## src/rtl/fir_coeff_loader.sv

```systemverilog
// fir_coeff_loader
//   Configuration stage in front of the FIR datapath. Coefficients arrive one
//   tap at a time over a valid/ready interface and land in a shadow bank. A
//   commit copies the whole shadow bank into the active bank in one edge, so
//   the filter never sees a partially updated set.
//
// Ports
//   i_clock     system clock, rising edge
//   i_rst_n     asynchronous active-low reset
//   i_wr_valid  coefficient write request
//   i_wr_addr   tap index (0 = tap applied to newest sample)
//   i_wr_data   signed coefficient, stored verbatim
//   o_wr_ready  write accepted when valid and ready are high at a rising edge
//   i_commit    request to copy shadow bank into active bank
//   o_coeffs    active bank, tap k at [(k+1)*NB_COEFFS-1 -: NB_COEFFS]
//   o_updated   one-cycle pulse when a new set first appears on o_coeffs
//   o_err       one-cycle pulse on a rejected commit or dropped write
module fir_coeff_loader #(
  parameter int NB_COEFFS = 8,
  parameter int N_COEFFS  = 8,
  parameter int NB_ADDR   = (N_COEFFS > 1) ? $clog2(N_COEFFS) : 1
) (
  input  logic                          i_clock,
  input  logic                          i_rst_n,
  input  logic                          i_wr_valid,
  input  logic [NB_ADDR-1:0]            i_wr_addr,
  input  logic [NB_COEFFS-1:0]          i_wr_data,
  output logic                          o_wr_ready,
  input  logic                          i_commit,
  output logic [NB_COEFFS*N_COEFFS-1:0] o_coeffs,
  output logic                          o_updated,
  output logic                          o_err
);

  typedef enum logic {
    IDLE   = 1'b0,
    COMMIT = 1'b1
  } state_t;

  localparam logic [NB_ADDR:0] ADDR_LIMIT = (NB_ADDR+1)'(N_COEFFS);

  state_t state;
  state_t state_next;

  logic [NB_COEFFS-1:0] shadow [N_COEFFS];
  logic [NB_COEFFS-1:0] active [N_COEFFS];
  logic [N_COEFFS-1:0]  mask;
  logic [N_COEFFS-1:0]  wr_onehot;
  logic [N_COEFFS-1:0]  mask_merged;

  logic wr_fire;
  logic addr_in_range;
  logic commit_req;
  logic commit_ok;
  logic commit_bad;
  logic load_active;

  // State register
  always_ff @(posedge i_clock or negedge i_rst_n) begin
    if (!i_rst_n) begin
      state <= IDLE;
    end else begin
      state <= state_next;
    end
  end

  // Next-state logic: COMMIT always lasts exactly one cycle
  always_comb begin
    state_next = state;
    unique case (state)
      IDLE:    if (commit_ok) state_next = COMMIT;
      COMMIT:  state_next = IDLE;
      default: state_next = IDLE;
    endcase
  end

  // Output / control decode from state
  always_comb begin
    o_wr_ready  = (state == IDLE);
    load_active = (state == COMMIT);
    commit_req  = (state == IDLE) && i_commit;
  end

  assign wr_fire       = i_wr_valid && o_wr_ready;
  assign addr_in_range = ({1'b0, i_wr_addr} < ADDR_LIMIT);

  always_comb begin
    wr_onehot = '0;
    for (int unsigned k = 0; k < N_COEFFS; k++) begin
      if (wr_fire && addr_in_range && (i_wr_addr == NB_ADDR'(k))) begin
        wr_onehot[k] = 1'b1;
      end
    end
  end

  // Commit completeness includes a write accepted at the same edge
  assign mask_merged = mask | wr_onehot;
  assign commit_ok   = commit_req && (&mask_merged);
  assign commit_bad  = commit_req && !(&mask_merged);

  always_ff @(posedge i_clock or negedge i_rst_n) begin
    if (!i_rst_n) begin
      shadow    <= '{default: '0};
      active    <= '{default: '0};
      mask      <= '0;
      o_updated <= 1'b0;
      o_err     <= 1'b0;
    end else begin
      for (int unsigned k = 0; k < N_COEFFS; k++) begin
        if (wr_onehot[k]) begin
          shadow[k] <= i_wr_data;
        end
      end
      // No write can be accepted during COMMIT, so clearing the mask there
      // cannot lose a freshly written tap.
      if (load_active) begin
        active <= shadow;
        mask   <= '0;
      end else begin
        mask   <= mask_merged;
      end
      o_updated <= load_active;
      o_err     <= commit_bad || (wr_fire && !addr_in_range);
    end
  end

  always_comb begin
    o_coeffs = '0;
    for (int unsigned k = 0; k < N_COEFFS; k++) begin
      o_coeffs[k*NB_COEFFS +: NB_COEFFS] = active[k];
    end
  end

endmodule

```

## config.mk

```make
export PLATFORM = sky130hd
export DESIGN_NAME = fir_coeff_loader
export DESIGN_NICKNAME = d
export VERILOG_FILES = /design/src/rtl/fir_coeff_loader.sv
export SDC_FILE = /design/constraint.sdc
export NUM_CORES = 1
export LEC_CHECK = 0
export CAP_MARGIN = 25
export CORE_MARGIN = 5
export CORE_UTILIZATION = 53
export DETAILED_ROUTE_END_ITERATION = 7
export PLACE_DENSITY = 0.79
export REMOVE_ABC_BUFFERS = 1
export SETUP_SLACK_MARGIN = 0.05
export SYNTH_ARGS = -nofsm -noshare
export SYNTH_HDL_FRONTEND = slang
export SYNTH_SLANG_ARGS = --single-unit
```

## constraint.sdc

```tcl
create_clock -name i_clock -period 1.95 [get_ports i_clock]
set_input_delay 0.39 -clock i_clock [delete_from_list [all_inputs] [get_ports i_clock]]
set_output_delay 0.39 -clock i_clock [all_outputs]
set_load 0.05 [all_outputs]
```

; ---- After elaboration in Yosys (flattened, before gate mapping)
; Index checks and enable logic that the tools add are counted.
[word_totals]
elab_cells = 55
input_bits = 15
ff_bits = 139
output_inout_bits = 67
[op_classes]
bitwise_logic = 2
mux = 11
reduce_logical = 15
eq_ne = 7
[op_table]
columns = op, n
row1 = "3-bit equality test, second input constant", 4
row2 = 1-bit logical AND, 12
row3 = 1-bit 2-to-1 mux, 9
row4 = 8-bit 2-to-1 mux, 1
row5 = 8-bit bitwise OR, 1
row6 = 8-bit AND reduction, 1
row7 = "3-bit by 2-bit equality test with 1-bit output, second input constant", 2
row8 = "3-bit by 1-bit equality test with 1-bit output, second input constant", 1
row9 = 3-bit zero test, 1
row10 = 1-bit one-hot mux with 2 select lines, 1
row11 = 1-bit zero test, 1
row12 = 1-bit inverter, 1

; ---- Depth between registers and ports, before layout
; Gate-level depths: netlist of the first run.
[logic_depth]
word_depth = 9
depth_mapped = 5
depth_no_buf = 4

; ---- Worst setup path before layout of the first run
; Ideal clock, no wire load.
[synth_timing]
kind = reg2out
startpoint = register state, in the netlist load_active
endpoint = output o_wr_ready
required_ps = 1560
slack_ps = 440
arrival_ps = 1120
path_stages_with_launch = 4
path_buffers = 2
cell_sequence = dfrtp_1 clkbuf_1 buf_2 inv_1
[synth_between]
elab_chain_cells = 1
[synth_lines]
columns = item, line
row1 = from (decl), 42  ; state_t state;
row2 = from (signal assigned), 63  ; state <= state_next;
row3 = 1-bit inverter, 79  ; o_wr_ready = (state == IDLE);
row4 = to (decl), 28  ; output logic o_wr_ready,
; No other way between the ends.

; ---- Final worst setup path of the first run
; Same ends and word-level chain as after synthesis.

==> flow_metrics.tcl, run 1 <==
set metrics [dict create \
    status "finished, final reports clean" \
    reg2reg_depth 5 \
    synth_top_area_share_pct 67.2 \
    num_rows 36 \
    start_util_pct 53.7 \
    dp_hpwl_mm 6.63 \
    numCtsBuffers 17 \
    max_freq_mhz 540 \
    antenna_found_initial 0 \
    yosys_most_used_dff "dfrtp_1" \
    worstPathArrival_ns 1.46 \
    avgSynthCellArea_um2 16.4 \
    syn-instance-count 316 \
    diodes 0 \
    htreeDepth 4 \
    yosysTopAreaCell "dfrtp_1" \
    worst_pin_slew_ns 0.505 \
    clk_path_buf_depth 2 \
    grt_setup_unrepaired "false" \
    relSlewSlack_pct 66.5 \
    synth-edff-count 0 \
    drt_wl_total_mm 10.8 \
    setup_violations 0 \
    vias 2961 \
    numPortBuffers 81 \
    syn_area_um2 5180 \
    grt_max_degree 70 \
    die_area_um2 11800 \
    stdcell_area_um2 6940 \
    synth_common_cells "dfrtp_1, mux2_2, buf_2, a21oi_1, nor2_1" \
    power_density_nw_per_um2 1790 \
    boundaryPins 82 \
    area_delta_synth_final_pct 34.1 \
    ant_nets 0 \
    start_kind "flop" \
    vdd_drop_max_uv 953 \
    overflow 0 \
    crit_type "flop to output port" \
    drv_cap 0 \
    nNetsFinal 439 \
    gp_congestion 0.797 \
    async_flop_share_pct 100 \
    drive_gt1_share_pct 42.8 \
    ys_seq_area_share_pct 67.2 \
    cts_tree "done" \
    min_path_type "input pin to asynchronous set/reset pin" \
    setup_tns_ns 0 \
    placed_area_um2 6300 \
    die_w_um 109 \
    fillers 668 \
    synth-seq-cells 139 \
    period_share_pct 95.0 \
    cts-root-buf "clkbuf_8" \
    period_needed_ns 1.85 \
    cp.required_ns 1.56 \
    crit_fanout 18 \
    finalClockSkew_ns 0.00831 \
    clk_pin_slew_ns 0.06 \
    synth_most_common_cell "dfrtp_1" \
    yosys_warnings 0 \
    clock-sinks 139 \
    routed_via_density 5.19 \
    grt_pass1_wl_mm 17.4 \
    leakage_nw 3.28 \
    wl_per_cell_um 18.9 \
    finalHoldViolations 0 \
    synth.distinct_cells 14 \
    die_h_um 109 \
    final_max_slew_viol_count 0 \
    grt_pass1_vias 3288 \
    cp-end-kind "output port" \
    yosys-top-cells-area "dfrtp_1, mux2_2, buf_2, a21oi_1, nor2_1" \
    drtPass1Iterations 4 \
    total_power_mw 12.4 \
    drc_errors 0 \
    clk-insertion-delay-late_ns 0.50 \
    core_um2 9640 \
    grt_use_total_pct 19.4 \
    dr.first_iter.drc_count 108 \
]
## critical path, stage by stage, from the launching register on
cell and delay (ns):
dfrtp_4 0.54, buf_16 0.19, inv_2 0.07, buf_6 0.15
## cell usage in the layout (no fill, tap or decap), types with 5 or more instances in the layout
| cell | Yosys | final |
|---|---|---|
| a21oi_1 | 9 | 9 |
| and2_1 | 5 | 5 |
| buf_12 | 0 | 7 |
| buf_4 | 0 | 11 |
| clkbuf_16 | 0 | 18 |
| clkdlybuf4s50_1 | 0 | 13 |
| dfrtp_1 | 139 | 138 |
| dlygate4sd2_1 | 0 | 65 |
| mux2_2 | 128 | 128 |
| nand2_1 | 5 | 5 |
| nor2_1 | 9 | 9 |
## path summary, 6_finish.rpt
check	endpoint	from	slack (ns)
setup / recovery	o_wr_ready	load_active$_DFF_PN0_	0.1
hold / removal	shadow[7]$_DFFE_PN0P_	i_rst_n	0.38
setup reg to reg	load_active$_DFF_PN0_	load_active$_DFF_PN0_	0.21
hold reg to reg	mask[5]$_DFF_PN0_	mask[5]$_DFF_PN0_	0.48
max in group asynchronous	shadow[36]$_DFFE_PN0P_	i_rst_n	1.02
min in group i_clock	o_err$_DFF_PN0_	i_commit	0.45
## power breakdown
group | switching [mW] | leakage [nW] | total [mW] | internal, mW
Combinational | 3.04 | 1.27 | 4.61 | 1.57
Sequential | 0.562 | 1.70 | 4.53 | 3.96
Clock | 1.21 | 0.298 | 3.28 | 2.06
## registers in the layout, indices dropped and copies added, names as in the netlist
| name | cells |
|---|---|
| o_updated | 1 |
| mask | 8 |
| o_err | 1 |
| shadow | 64 |
| o_coeffs | 64 |
| load_active | 1 |
## layer usage
layer	up-vias	GRT usage (%)	wire length, um
met3	8	5.45	491
li1	1327	-	-
met4	0	5.32	77
met1	1545	25.9	4770
met2	81	31.3	5450
met5	-	0	0
## kinds of logic after synthesis
group           Yosys count  share of synthesized area (%)
flops                   139                           67.2
mux                     128                           27.8
buf+inv                  14                           1.30
simple gates             26                           2.80
compound gates            9                          0.870
## metrics by stage
stage          cells  setup WS, ns  hold slack [ns]  utilization, %
2_1_floorplan    303         -1.06           0.0944               -
3_3_place_gp     531        -0.109            0.351            65.3
3_5_place_dp     531        -0.147            0.350            65.3
4_1_cts          564       -0.0928            0.368            71.1
5_1_grt          570        0.0511            0.418            72.0
6_report         570        0.0969            0.380            72.0
## what timing repair did
item	4_1_cts	5_1_grt
gates cloned	0	2
endpoints found under the setup margin	66	3
buffers inserted	0	4
gates resized for setup	68	1
pin swaps	0	0
endpoints found under the hold margin	43	0
hold buffers	1	0
## area by class of cell
cell class | instances | area [um2] | area share, %
Inverter | 1 | 3.75 | 0.0541
Multi-Input combinational cell | 163 | 1640 | 23.6
Sequential cell | 139 | 3480 | 50.2
Clock buffer | 20 | 455 | 6.56
Clock inverter | 12 | 163 | 2.34
Timing Repair Buffer | 102 | 1030 | 14.9
Tap cell | 133 | 166 | 2.40
No activity file was read; power rests on OpenSTA's default activity.
==> inputs of run 2 (changes only) <==
Settings changed: ABC_AREA set to 1.
==> run 2 against run 1 <==
  * Area after synthesis up 0.22%
  * Die area up 0.20%
  * Synthesized cell count up 74%
  * Clock skew down 0.0025 ns
==> flow_metrics.tcl, run 2 <==
set metrics [dict create \
    status "finished, final reports clean" \
    final_common_cell "nand2_1" \
    vdd_drop_max_uv 1060 \
    period_share_pct 94.0 \
    crit_type "flop to output port" \
    wl_per_cell_um 15.2 \
    fin_ws_ns 0.116 \
    place_ws_ns 0.0856 \
    gp_congestion 0.811 \
    synth-edff-count 0 \
    grt_use_total_pct 22.1 \
    wirelength_met1_mm 5.02 \
    max_freq_mhz 545 \
    ys_seq_area_share_pct 67.0 \
    yosys.area_share.simple_pct 22.1 \
    crit-reg2reg-capture "shadow[8]$_DFFE_PN0P_" \
    drc_errors 0 \
    power_density_nw_per_um2 1730 \
    cp.required_ns 1.56 \
    reg2reg_slack_ns 0.36 \
    final_max_slew_viol_count 0 \
    critical-path-max-stage-delay_ns 0.54 \
    diodes 0 \
    numCtsBuffers 17 \
    relSlewSlack_pct 56.8 \
    die_h_um 109 \
    htreeDepth 4 \
    routed_via_density 5.06 \
    start_util_pct 53.8 \
    overflow 0 \
    clk_path_buf_depth 2 \
    synth_compound_area_share_pct 7.14 \
    synth-seq-cells 139 \
    wl_met3_um 875 \
    cts_tree "done" \
    drt_wl_total_mm 11.9 \
    synth_common_cells "nand2_1, dfrtp_1, nor2_1, o21ai_0, o21ai_1" \
    hold_slack_ns 0.383 \
    yosys_most_used_dff "dfrtp_1" \
    cp-end-kind "output port" \
    final_cell_mix "nand2_1, dfrtp_1, dlygate4sd2_1" \
    worst_pin_slew_ns 0.649 \
    start_kind "flop" \
    finalClockSkew_ns 0.00580 \
    reg2reg_depth 5 \
    wl_met2_mm 5.67 \
    worstPathCellList "dlygate4sd2_1" \
    yosys-top-cells-area "dfrtp_1, nand2_1, o21ai_0, o21ai_1, a21oi_1" \
    rr_startpoint "load_active$_DFF_PN0_" \
    dp_hpwl_mm 7.29 \
    syn-instance-count 549 \
    period_needed_ns 1.83 \
    min_path_type "input pin to asynchronous set/reset pin" \
    antenna_found_initial 0 \
    ant_nets 0 \
    die_area_um2 11900 \
    crit_family "buffers and inverters" \
    synth_most_common_cell "nand2_1" \
    boundaryPins 82 \
    synth.distinct_cells 18 \
    grt_pass1_vias 4016 \
    synth_top_family_by_area "simple AND/OR/NAND/NOR gates" \
    die_w_um 109 \
    grt_setup_unrepaired "false" \
    top_layer "met4" \
    syn_area_um2 5190 \
    leakage_nw 3.63 \
    grt_max_degree 65 \
    drive_gt1_share_pct 9.20 \
    yosys_warnings 0 \
    cts_setup_buffers 0 \
    critical-path-slowest-cell "dlygate4sd2_1" \
    finalHoldViolations 0 \
    synth_fa_ha_area_share_pct 0 \
    setup_violations 0 \
    synth_top_area_share_pct 67.0 \
    numPortBuffers 81 \
    nNetsFinal 654 \
    avgSynthCellArea_um2 9.45 \
    clk-insertion-delay-late_ns 0.53 \
    vias 3975 \
    grt_pass1_wl_mm 19.8 \
    yosys-mux-area-fraction_pct 0 \
    clock-sinks 139 \
    synthXorXnorAreaFrac_pct 0 \
    clk_pin_slew_ns 0.06 \
    yosysTopAreaCell "dfrtp_1" \
    cts-root-buf "clkbuf_8" \
    crit_fanout 2 \
    worstPathArrival_ns 1.44 \
    drv_cap 0 \
    num_rows 36 \
    async_flop_share_pct 100 \
    core_um2 9640 \
    drtPass1Iterations 5 \
    path_buf_inv 1 \
    dr.first_iter.drc_count 275 \
    area_delta_synth_final_pct 29.9 \
]
## run 2: changes by cell type after synthesis, sizes merged, moves of 9 or more
cell	before	now
o21ai	0	48
mux2	128	0
inv	1	23
nand2	5	260
clkbuf	1	10
nor2	9	28
a21oi	9	23
## run 2: worst max-delay path by stage
stage                                        start                     to  slack [ns]  depth (start not counted)
after global placement                i_wr_addr[2]  load_active$_DFF_PN0_        0.18                          7
after detailed placement              i_wr_addr[2]  shadow[8]$_DFFE_PN0P_        0.09                          5
after global routing      o_coeffs[44]$_DFFE_PN0P_           o_coeffs[44]        0.07                          1
after floorplan              load_active$_DFF_PN0_  load_active$_DFF_PN0_       -1.31                          9
after CTS                 o_coeffs[44]$_DFFE_PN0P_           o_coeffs[44]         0.1                          1
final                     o_coeffs[44]$_DFFE_PN0P_           o_coeffs[44]        0.12                          1
## run 2: per-stage QoR
stage          instances  utilization, %  power (mW)  area [um2]  TNS [ns]
3_5_place_dp         752            64.1        8.64        6180         0
6_report             785            69.9        11.6        6740         0
2_1_floorplan        526               -        7.09        5080    -95.67
3_3_place_gp         752            64.1        8.53        6180         0
4_1_cts              785            69.9        11.7        6740         0
5_1_grt              785            69.9        12.2        6740         0
## run 2: cell type report
class	instances	area, um2
Multi-Input combinational cell	364	1520
Tap cell	133	166
Inverter	23	86.3
Clock inverter	13	189
Clock buffer	19	442
Sequential cell	139	3480
Fill cell	791	2900
Timing Repair Buffer	94	861
## run 2: power by group
| part | internal [mW] | switching (mW) |
|---|---|---|
| logic | 1.01 | 2.93 |
| clock network | 2.15 | 1.24 |
| registers | 3.82 | 0.479 |
## run 2: what timing repair did
item,CTS,global route
hold buffers,1,0
gates resized for setup,63,0
hold endpoints to repair,49,0
endpoints found under the setup margin,63,0
## run 2: metal layers
| metal | vias to the layer above | GRT usage (%) |
|---|---|---|
| met5 | - | 0 |
| met4 | 0 | 11.4 |
| met3 | 31 | 6.16 |
| met2 | 164 | 33.7 |
| met1 | 1889 | 29.2 |
| li1 | 1891 | - |
## run 2: cells by family (layout without fill, tap and decap cells)
logic type / after synthesis / count (layout)
simple gates: 291 / 291
buf+inv: 46 / 149
flops: 139 / 139
compound gates: 73 / 73
